File: src/rtl/tron_pkg.sv
// Shared types and constants for the light-cycle arena pipeline.
//   dir_t        : bike heading encoding (matches the player_dir port field)
//   *_COLOR      : reserved palette enums seen in the trail RAM / sprite path
//   NOSE_*       : offsets from a bike's sprite origin to its collision pixel
//   H_RES, V_RES : visible arena size in pixels
package tron_pkg;

    typedef enum logic [1:0] {
        DIR_UP    = 2'b00,
        DIR_DOWN  = 2'b01,
        DIR_LEFT  = 2'b10,
        DIR_RIGHT = 2'b11
    } dir_t;

    localparam logic [3:0] BG_COLOR    = 4'h8;
    localparam logic [3:0] EMPTY_COLOR = 4'h0;
    localparam logic [3:0] TRANSPARENT = 4'hF;

    localparam int NOSE_FWD  = 14;
    localparam int NOSE_SIDE = 3;
    localparam int X_BIAS    = 16;

    localparam int H_RES = 640;
    localparam int V_RES = 480;

endpackage

File: src/rtl/nose_point_calc.sv
// Combinational nose-pixel locator for one bike.
//   x, y       : bike sprite origin (10-bit screen coordinates)
//   dir        : heading, encoded as tron_pkg::dir_t
//   nose_x/y   : collision pixel, 10-bit modular arithmetic
//   off_screen : nose lies outside the visible arena (includes wrapped underflow)
module nose_point_calc
    import tron_pkg::*;
#(
    parameter int FWD  = NOSE_FWD,
    parameter int SIDE = NOSE_SIDE,
    parameter int BIAS = X_BIAS,
    parameter int HRES = H_RES,
    parameter int VRES = V_RES
) (
    input  logic [9:0] x,
    input  logic [9:0] y,
    input  logic [1:0] dir,
    output logic [9:0] nose_x,
    output logic [9:0] nose_y,
    output logic       off_screen
);

    localparam logic [9:0]  FWD_W  = 10'(FWD);
    localparam logic [9:0]  SIDE_W = 10'(SIDE);
    localparam logic [9:0]  BIAS_W = 10'(BIAS);
    localparam logic [10:0] HRES_W = 11'(HRES);
    localparam logic [10:0] VRES_W = 11'(VRES);

    always_comb begin
        nose_x = x + SIDE_W - BIAS_W;
        nose_y = y - FWD_W;
        case (dir_t'(dir))
            DIR_UP: begin
                nose_x = x + SIDE_W - BIAS_W;
                nose_y = y - FWD_W;
            end
            DIR_DOWN: begin
                nose_x = x + SIDE_W - BIAS_W;
                nose_y = y + FWD_W;
            end
            DIR_LEFT: begin
                nose_x = x - FWD_W - BIAS_W;
                nose_y = y + SIDE_W;
            end
            DIR_RIGHT: begin
                nose_x = x + FWD_W - BIAS_W;
                nose_y = y + SIDE_W;
            end
            default: ;
        endcase
    end

    // A nose that wrapped below zero lands near 1023 and is caught here too.
    assign off_screen = ({1'b0, nose_x} >= HRES_W) || ({1'b0, nose_y} >= VRES_W);

endmodule

File: src/rtl/multi_bike_compositor.sv
// Per-pixel compositor and collision detector for NUM_PLAYERS light-cycles.
//   Clk, Reset          : system clock, synchronous active-high reset
//   frame_clk           : ~60 Hz frame tick, asynchronous to Clk
//   pix_req/DrawX/DrawY : scan position, valid when pix_req is high
//   sprite_color        : bike sprite enum for the current scan pixel
//   player_x/y/dir      : packed per-bike position and heading
//   player_alive        : per-bike enable for collision accumulation
//   ram_rd_addr/data    : trail frame RAM read port (data one cycle after address)
//   color_enum/valid    : composited pixel, two cycles after pix_req
//   crash_flags/valid   : per-bike crash result, updated once per frame
module multi_bike_compositor #(
    parameter int NUM_PLAYERS = 2,
    parameter int COLOR_W     = 4,
    parameter int H_RES       = tron_pkg::H_RES,
    parameter int V_RES       = tron_pkg::V_RES,
    parameter int LANE_STRIDE = 8,
    parameter logic [COLOR_W-1:0] BG_COLOR    = COLOR_W'(tron_pkg::BG_COLOR),
    parameter logic [COLOR_W-1:0] EMPTY_COLOR = COLOR_W'(tron_pkg::EMPTY_COLOR),
    parameter logic [COLOR_W-1:0] TRANSPARENT = COLOR_W'(tron_pkg::TRANSPARENT),
    parameter int NOSE_FWD    = tron_pkg::NOSE_FWD,
    parameter int NOSE_SIDE   = tron_pkg::NOSE_SIDE,
    parameter int X_BIAS      = tron_pkg::X_BIAS
) (
    input  logic                     Clk,
    input  logic                     Reset,
    input  logic                     frame_clk,
    input  logic                     pix_req,
    input  logic [9:0]               DrawX,
    input  logic [9:0]               DrawY,
    input  logic [COLOR_W-1:0]       sprite_color,
    input  logic [NUM_PLAYERS*10-1:0] player_x,
    input  logic [NUM_PLAYERS*10-1:0] player_y,
    input  logic [NUM_PLAYERS*2-1:0] player_dir,
    input  logic [NUM_PLAYERS-1:0]   player_alive,
    output logic [18:0]              ram_rd_addr,
    input  logic [15:0]              ram_rd_data,
    output logic [COLOR_W-1:0]       color_enum,
    output logic                     color_valid,
    output logic [NUM_PLAYERS-1:0]   crash_flags,
    output logic                     crash_valid
);

    localparam logic [18:0] ROW_WORDS = 19'(H_RES / 2);

    // Two pixels per RAM word, so the column is halved.
    assign ram_rd_addr = 19'(DrawX >> 1) + 19'(DrawY) * ROW_WORDS;

    // ---------------- stage 1 ----------------
    logic                      valid_s1;
    logic [9:0]                draw_x_s1;
    logic [9:0]                draw_y_s1;
    logic [COLOR_W-1:0]        sprite_s1;
    logic [NUM_PLAYERS*10-1:0] pos_x_s1;
    logic [NUM_PLAYERS*10-1:0] pos_y_s1;
    logic [NUM_PLAYERS*2-1:0]  dir_s1;
    logic [NUM_PLAYERS-1:0]    alive_s1;

    always_ff @(posedge Clk) begin
        if (Reset) begin
            valid_s1  <= 1'b0;
            draw_x_s1 <= '0;
            draw_y_s1 <= '0;
            sprite_s1 <= TRANSPARENT;
            pos_x_s1  <= '0;
            pos_y_s1  <= '0;
            dir_s1    <= '0;
            alive_s1  <= '0;
        end else begin
            valid_s1  <= pix_req;
            draw_x_s1 <= DrawX;
            draw_y_s1 <= DrawY;
            sprite_s1 <= sprite_color;
            pos_x_s1  <= player_x;
            pos_y_s1  <= player_y;
            dir_s1    <= player_dir;
            alive_s1  <= player_alive;
        end
    end

    // ---------------- nose points ----------------
    logic [9:0]             nose_x [NUM_PLAYERS];
    logic [9:0]             nose_y [NUM_PLAYERS];
    logic [NUM_PLAYERS-1:0] off_screen;

    for (genvar i = 0; i < NUM_PLAYERS; i++) begin : g_nose
        nose_point_calc #(
            .FWD  (NOSE_FWD),
            .SIDE (NOSE_SIDE),
            .BIAS (X_BIAS),
            .HRES (H_RES),
            .VRES (V_RES)
        ) u_nose (
            .x          (pos_x_s1[i*10 +: 10]),
            .y          (pos_y_s1[i*10 +: 10]),
            .dir        (dir_s1[i*2 +: 2]),
            .nose_x     (nose_x[i]),
            .nose_y     (nose_y[i]),
            .off_screen (off_screen[i])
        );
    end

    // ---------------- frame tick synchroniser ----------------
    logic [2:0] frame_sync;
    logic       frame_edge;
    // The first edge after reset only opens a fresh frame; it has no
    // complete frame of evidence behind it, so nothing is reported.
    logic       armed;

    always_ff @(posedge Clk) begin
        if (Reset) begin
            frame_sync <= '0;
        end else begin
            frame_sync <= {frame_sync[1:0], frame_clk};
        end
    end

    assign frame_edge = frame_sync[1] & ~frame_sync[2];

    // ---------------- stage 2 combinational ----------------
    logic [COLOR_W-1:0]     lane;
    logic                   lane_is_trail;
    logic [NUM_PLAYERS-1:0] hit_now;
    logic [NUM_PLAYERS-1:0] wall;
    logic [NUM_PLAYERS-1:0] hit_acc;
    logic [NUM_PLAYERS-1:0] hit_acc_next;

    always_comb begin
        lane          = draw_x_s1[0] ? ram_rd_data[LANE_STRIDE +: COLOR_W]
                                     : ram_rd_data[0 +: COLOR_W];
        lane_is_trail = (lane != BG_COLOR) && (lane != EMPTY_COLOR);
        hit_now       = '0;
        wall          = '0;
        for (int i = 0; i < NUM_PLAYERS; i++) begin
            hit_now[i] = valid_s1 && alive_s1[i] && lane_is_trail &&
                         (draw_x_s1 == nose_x[i]) && (draw_y_s1 == nose_y[i]);
            wall[i]    = alive_s1[i] && off_screen[i];
        end
        // A hit landing on the edge cycle goes into the freshly cleared
        // accumulator; a bike that is not alive drops its accumulator now.
        hit_acc_next = ((frame_edge ? '0 : hit_acc) | hit_now) & player_alive;
    end

    // ---------------- stage 2 registers ----------------
    always_ff @(posedge Clk) begin
        if (Reset) begin
            color_enum  <= EMPTY_COLOR;
            color_valid <= 1'b0;
            hit_acc     <= '0;
            crash_flags <= '0;
            crash_valid <= 1'b0;
            armed       <= 1'b0;
        end else begin
            color_enum  <= (sprite_s1 != TRANSPARENT) ? sprite_s1 : lane;
            color_valid <= valid_s1;
            hit_acc     <= hit_acc_next;
            crash_valid <= frame_edge && armed;
            if (frame_edge) begin
                armed <= 1'b1;
                if (armed) begin
                    crash_flags <= hit_acc | wall;
                end
            end
        end
    end

endmodule

File: config.mk
export PLATFORM = sky130hd
export DESIGN_NAME = multi_bike_compositor
export DESIGN_NICKNAME = d
export VERILOG_FILES = /design/src/rtl/tron_pkg.sv /design/src/rtl/nose_point_calc.sv /design/src/rtl/multi_bike_compositor.sv
export SDC_FILE = /design/constraint.sdc
export NUM_CORES = 1
export LEC_CHECK = 0
export BUFFER_PORTS_ARGS = -buffer_cell sky130_fd_sc_hd__buf_2
export CAP_MARGIN = 20
export CORE_UTILIZATION = 61
export DETAILED_ROUTE_END_ITERATION = 7
export PLACE_DENSITY_LB_ADDON = 0.1
export SYNTH_ARGS = -nofsm -noshare
export SYNTH_HDL_FRONTEND = slang
export SYNTH_SLANG_ARGS = --single-unit
File: constraint.sdc
create_clock -name Clk -period 5.69 [get_ports Clk]
set_input_delay 0.8535 -clock Clk [delete_from_list [all_inputs] [get_ports Clk]]
set_output_delay 0.8535 -clock Clk [all_outputs]
set_load 0.01 [all_outputs]
# After elaboration in Yosys (flattened, before gate mapping)
# Index checks and enable logic that the tools add are counted.
[word_totals]
mem_count = 0
wordCells = 85
output_inout_bits = 27
ram_bits = 0
in_bits = 90
reg_bits = 85
latchBits = 0
romBits = 0
[op_classes]
n_lt_le_gt_ge = 4
n_bitwise = 5
mul = 1
add_sub_neg = 19
eq_ne = 12
div = 0
mux = 7
n_reduce_logical = 22
shift = 0
[op_table]
columns = ["op", "count"]
rows = [
  ["$pmux 10 s3", 4],
  ["$sub 10x5->10 const B", 6],
  ["$add 10x2->10 const B", 4],
  ["$add 10x4->10 const B", 4],
  ["$eq 10x10->1", 4],
  ["$sub 10x4->10 const B", 4],
  ["$ge 10x10->1 const B", 2],
  ["$ge 10x9->1 const B", 2],
  ["$add 9x19->19", 1],
  ["$mul 10x3->13 const B", 1],
  ["$logic_and 1x1->1", 12],
  ["$eq 2x2->1 const B", 4],
  ["$mux 4", 2],
  ["$ne 4x4->1 const B", 2],
  ["$reduce_or 2->1", 4],
  ["$eq 2x1->1 const B", 2],
  ["$logic_not 2->1", 2],
  ["$or 2x2->2", 2],
  ["$reduce_bool 4->1", 1],
  ["$and 2x2->2", 1],
  ["$logic_or 1x1->1", 2],
  ["$mux 2", 1],
  ["$reduce_and 2->1", 1],
  ["$and 1x1->1", 1],
  ["$not 1->1", 1],
]

# Depth between registers and ports, before layout
[logic_depth]
word_depth = 8
ltp_mapped = 14
depth_no_buf = 13

# Modules after synthesis
# Synthesis repeated with hierarchy kept, for this count alone.
[unflattened]
hier_cells = 677
hier_area_um2 = 5860.6
[by_module_without_submodules]
columns = ["module", "n_inst", "area_each_um2", "seq_area_each_um2", "cells_each"]
rows = [
  ["multi_bike_compositor", 1, 3691.0, 1701.6, 359],
  ["nose_point_calc", 2, 1084.8, 0.0, 159],
]

# Least setup slack after synthesis
# No wires, ideal clock.
[synth_timing]
kind = "input to output"
from = "input DrawY[1]"
to = "output ram_rd_addr[18]"
path_buffers = 0
path_slack_ns = 1.844
stages = 8
t_arrival_ns = 2.993
required_ns = 4.837
path_cell_list = "ha_1 -> ha_1 -> inv_1 -> fa_1 -> or3_1 -> nor3b_1 -> nand3_1 -> o21ai_0"
[synth_via]
elab_chain_len = 2
[synth_rtl]
columns = ["item", "line", "text"]
rows = [
  ["start: declaration", "multi_bike_compositor.sv:29", "input logic [9:0] DrawY,"],
  ["$mul 10x3->13", "multi_bike_compositor.sv:46", "assign ram_rd_addr = 19'(DrawX >> 1) + 19'(DrawY) * ROW_WORDS;"],
  ["$add 9x19->19", "multi_bike_compositor.sv:46", ""],
  ["end: declaration", "multi_bike_compositor.sv:35", "output logic [18:0] ram_rd_addr,"],
]
# No other way between the ends.

# Final worst setup path
[layout_timing]
from = "input DrawY[2]"
to = "output ram_rd_addr[17]"
# Same word-level chain as after synthesis.

==> impl_metrics.tcl <==
set metrics [dict create \
    status "completed" \
    max_slew.worst_pin.slew_ns 0.709 \
    via_per_inst 5.72 \
    power_density_nw_per_um2 227 \
    yosysTopAreaCell "dfxtp_1" \
    synth_nets 848 \
    drt_iter0_drc 303 \
    yosysMostFrequentCell "dfxtp_1" \
    worstSetupPathType "input port to output port" \
    synth_cell_types 76 \
    ys.flop_type "dfxtp_1" \
    postSynth.asyncResetShare_pct 0 \
    p_leak_nw 2.80 \
    final_nets 931 \
    num_antenna_cells 0 \
    ant_nets 0 \
    grt_max_degree 58 \
    maxCapViolCount 0 \
    internal-power_w 0.00100 \
    syn_area_um2 5970 \
    ys_seq_elements 85 \
    ios 117 \
    syn_area_per_cell_um2 8.35 \
    holdBufCountCts 0 \
    fin_util_pct 71.4 \
    p_sw_w 0.000515 \
    clk_path_buf_depth 2 \
    synth_common_cells "dfxtp_1 (85), nor2b_1 (81), xnor2_1 (64)" \
    tns_ns 0 \
    crit_chain "buf_2, ha_1, ha_1, a21o_1, a21oi_1, nor2b_1, o21a_1, o41ai_1, xnor2_1, nand3_1, xnor2_1, buf_2" \
    critPathRequiredTime_ns 4.84 \
    end_kind "output port" \
    cts_tree "yes" \
    max_slew_margin_pct 52.7 \
    final_layout_size_suffix_gt1_share_pct 17.9 \
    dpl_worst_slack_ns 1.45 \
    grt_pass1_wl_um 23300 \
    hpwl_um 11000 \
    combPwrFrac_pct 29.3 \
    yosys.area.top_type_share_pct 28.5 \
    die_w_um 101 \
    areaGrowthSynthToFinish_pct 12.0 \
    track_usage_pct 29.5 \
    cts_buffers 9 \
    antenna_found_initial 0 \
    power_frac_seq_pct 44.4 \
    dieArea_um2 10200 \
    port_buffers 108 \
    path_clk_slew_ns 0.09 \
    htreeDepth 3 \
    postCtsSetupBuffers 0 \
    synth_area_leaders "dfxtp_1 (28%), xnor2_1 (9.4%), ha_1 (8.6%)" \
    rsz0062_at_grt "no" \
    swShare_pct 33.9 \
    grt-ovfl-total 0 \
    finalSetupViolations 0 \
    firstDrtPassIters 5 \
    ir_worst_vdd_mv 0.198 \
    clk_latency_ns 0.37 \
    min_period_ns 4.28 \
    cp_slowest_cell "o41ai_1" \
    finalHoldViolations 0 \
    min_path_type "flop to flop" \
    drt_drc_violations_left 0 \
    root_buffer "clkbuf_8" \
    synth_edf_count 0 \
    period_share_pct 75.2 \
    coreArea_um2 9370 \
    clock_skew_ns 0.0114 \
    drt_wl_total_um 14300 \
    cp_max_fo 3 \
    cts_resized 0 \
    yosysSeqAreaShare_pct 28.5 \
    cp.arrival_ns 3.42 \
    critPathLaunchType "input port" \
    clock_power_share_pct 26.3 \
    std_cell_rows 35 \
    maxSlewViolCount 0 \
    start_util_pct 63.7 \
    postSynthCellCount 715 \
    wl_per_cell_um 15.3 \
    grt_pass1_vias 5082 \
    place.gp.congestion 0.913 \
    cts_sinks 85 \
    fmax_mhz 234 \
    worst_slack_ns 1.41 \
    num_vias 5329 \
    die_y_um 101 \
    crit_path_max_incr_delay_ns 0.40 \
    yosys_warnings 0 \
]
[area by class of cell]
type	count	area (µm²)
multi-input cells	562	3970
repair buffers	111	563
clock inverters	7	56.3
well taps	129	161
clock buffers	9	124
inverters	29	109
flip-flops and latches	85	1700
fillers	817	2680
[registers in the layout, indices dropped and copies added, names as in the netlist, 2 cells and up]
| name | count |
|---|---|
| frame_sync | 3 |
| pos_x_s1 | 20 |
| color_enum | 4 |
| sprite_s1 | 4 |
| alive_s1 | 2 |
| draw_x_s1 | 10 |
| hit_acc | 2 |
| pos_y_s1 | 20 |
| crash_flags | 2 |
| draw_y_s1 | 10 |
| dir_s1 | 4 |
[worst max-delay path, delay by kind of cell]
family	cells	cell delay, ns
buffers and inverters	2	0.31
AO/OA/AOI/OAI	4	0.96
adder cells (fa/ha/maj)	2	0.60
AND/OR/NAND/NOR	2	0.21
XOR/XNOR	2	0.48
[metrics by stage]
stage | power [W] | hold slack, ns | std cells | cell area [µm²]
after CTS | 0.00152 | 0.433 | 932 | 6690
after global placement | 0.00111 | 0.424 | 916 | 6510
after detailed placement | 0.00112 | 0.425 | 916 | 6510
after global routing | 0.00161 | 0.445 | 932 | 6690
after floorplan | 0.00100 | 0.414 | 715 | 5970
final | 0.00152 | 0.434 | 932 | 6690
[per-layer routing]
layer | track usage, % | wire [µm]
met4 | 12.4 | 409
met5 | 0 | 0
met1 | 36.7 | 6430
met2 | 48.3 | 6490
met3 | 7.91 | 969
[cells by family (layout without fill, tap and decap cells)]
group	Yosys count	count (layout)	share of synthesized area, %
xor+xnor	97	97	14.5
compound gates	147	147	16.3
buf+inv	68	156	5.01
flops	85	85	28.5
fa+ha+maj	44	44	9.45
simple gates	261	261	24.2
mux	13	13	2.20
[final timing paths]
check                                         startpoint                  endpoint  slack (ns)  cells past startpoint
worst min-delay path            frame_sync[0]$_SDFF_PP0_  frame_sync[1]$_SDFF_PP0_        0.43                      1
worst max register to register      dir_s1[0]$_SDFF_PP0_     hit_acc[0]$_SDFF_PP0_        2.19                     13
worst min register to register  frame_sync[0]$_SDFF_PP0_  frame_sync[1]$_SDFF_PP0_        0.43                      1
worst max-delay path                            DrawY[2]           ram_rd_addr[17]        1.41                     12
[cell usage in the layout, fill, tap and decap left out, types with 3 or more instances in the layout]
cell         n
a21o_1       9
mux2i_1     12
xor2_1      32
a22oi_1      3
a311oi_1     5
nor3b_1      5
a21oi_1     34
dfxtp_1     85
o21a_1       4
o21ai_0     31
nor2_1      47
or2_2        5
inv_1       26
buf_4        3
ha_1        41
nand2_1     31
nor2b_1     81
and2_1       3
nand3b_1     3
nand3_1     14
and3_1       4
or3_1        4
a211o_1      4
nor3_1      19
nand4_1      8
nor4_1       8
o22ai_1      4
a31oi_1      9
a211oi_1     6
o2111ai_1    5
nand2b_1    15
xnor2_1     64
o31ai_1      5
buf_2      108
clkbuf_8     9
[power groups by stage]
stage                     registers, W  clock network [W]  logic, W
after floorplan               0.000661                  0  0.000341
after global placement        0.000686                  0  0.000423
after detailed placement      0.000686                  0  0.000437
after CTS                     0.000672           0.000409  0.000442
after global routing          0.000678           0.000435  0.000493
final                         0.000674           0.000399  0.000445
No activity file was read; power rests on OpenSTA's default activity.
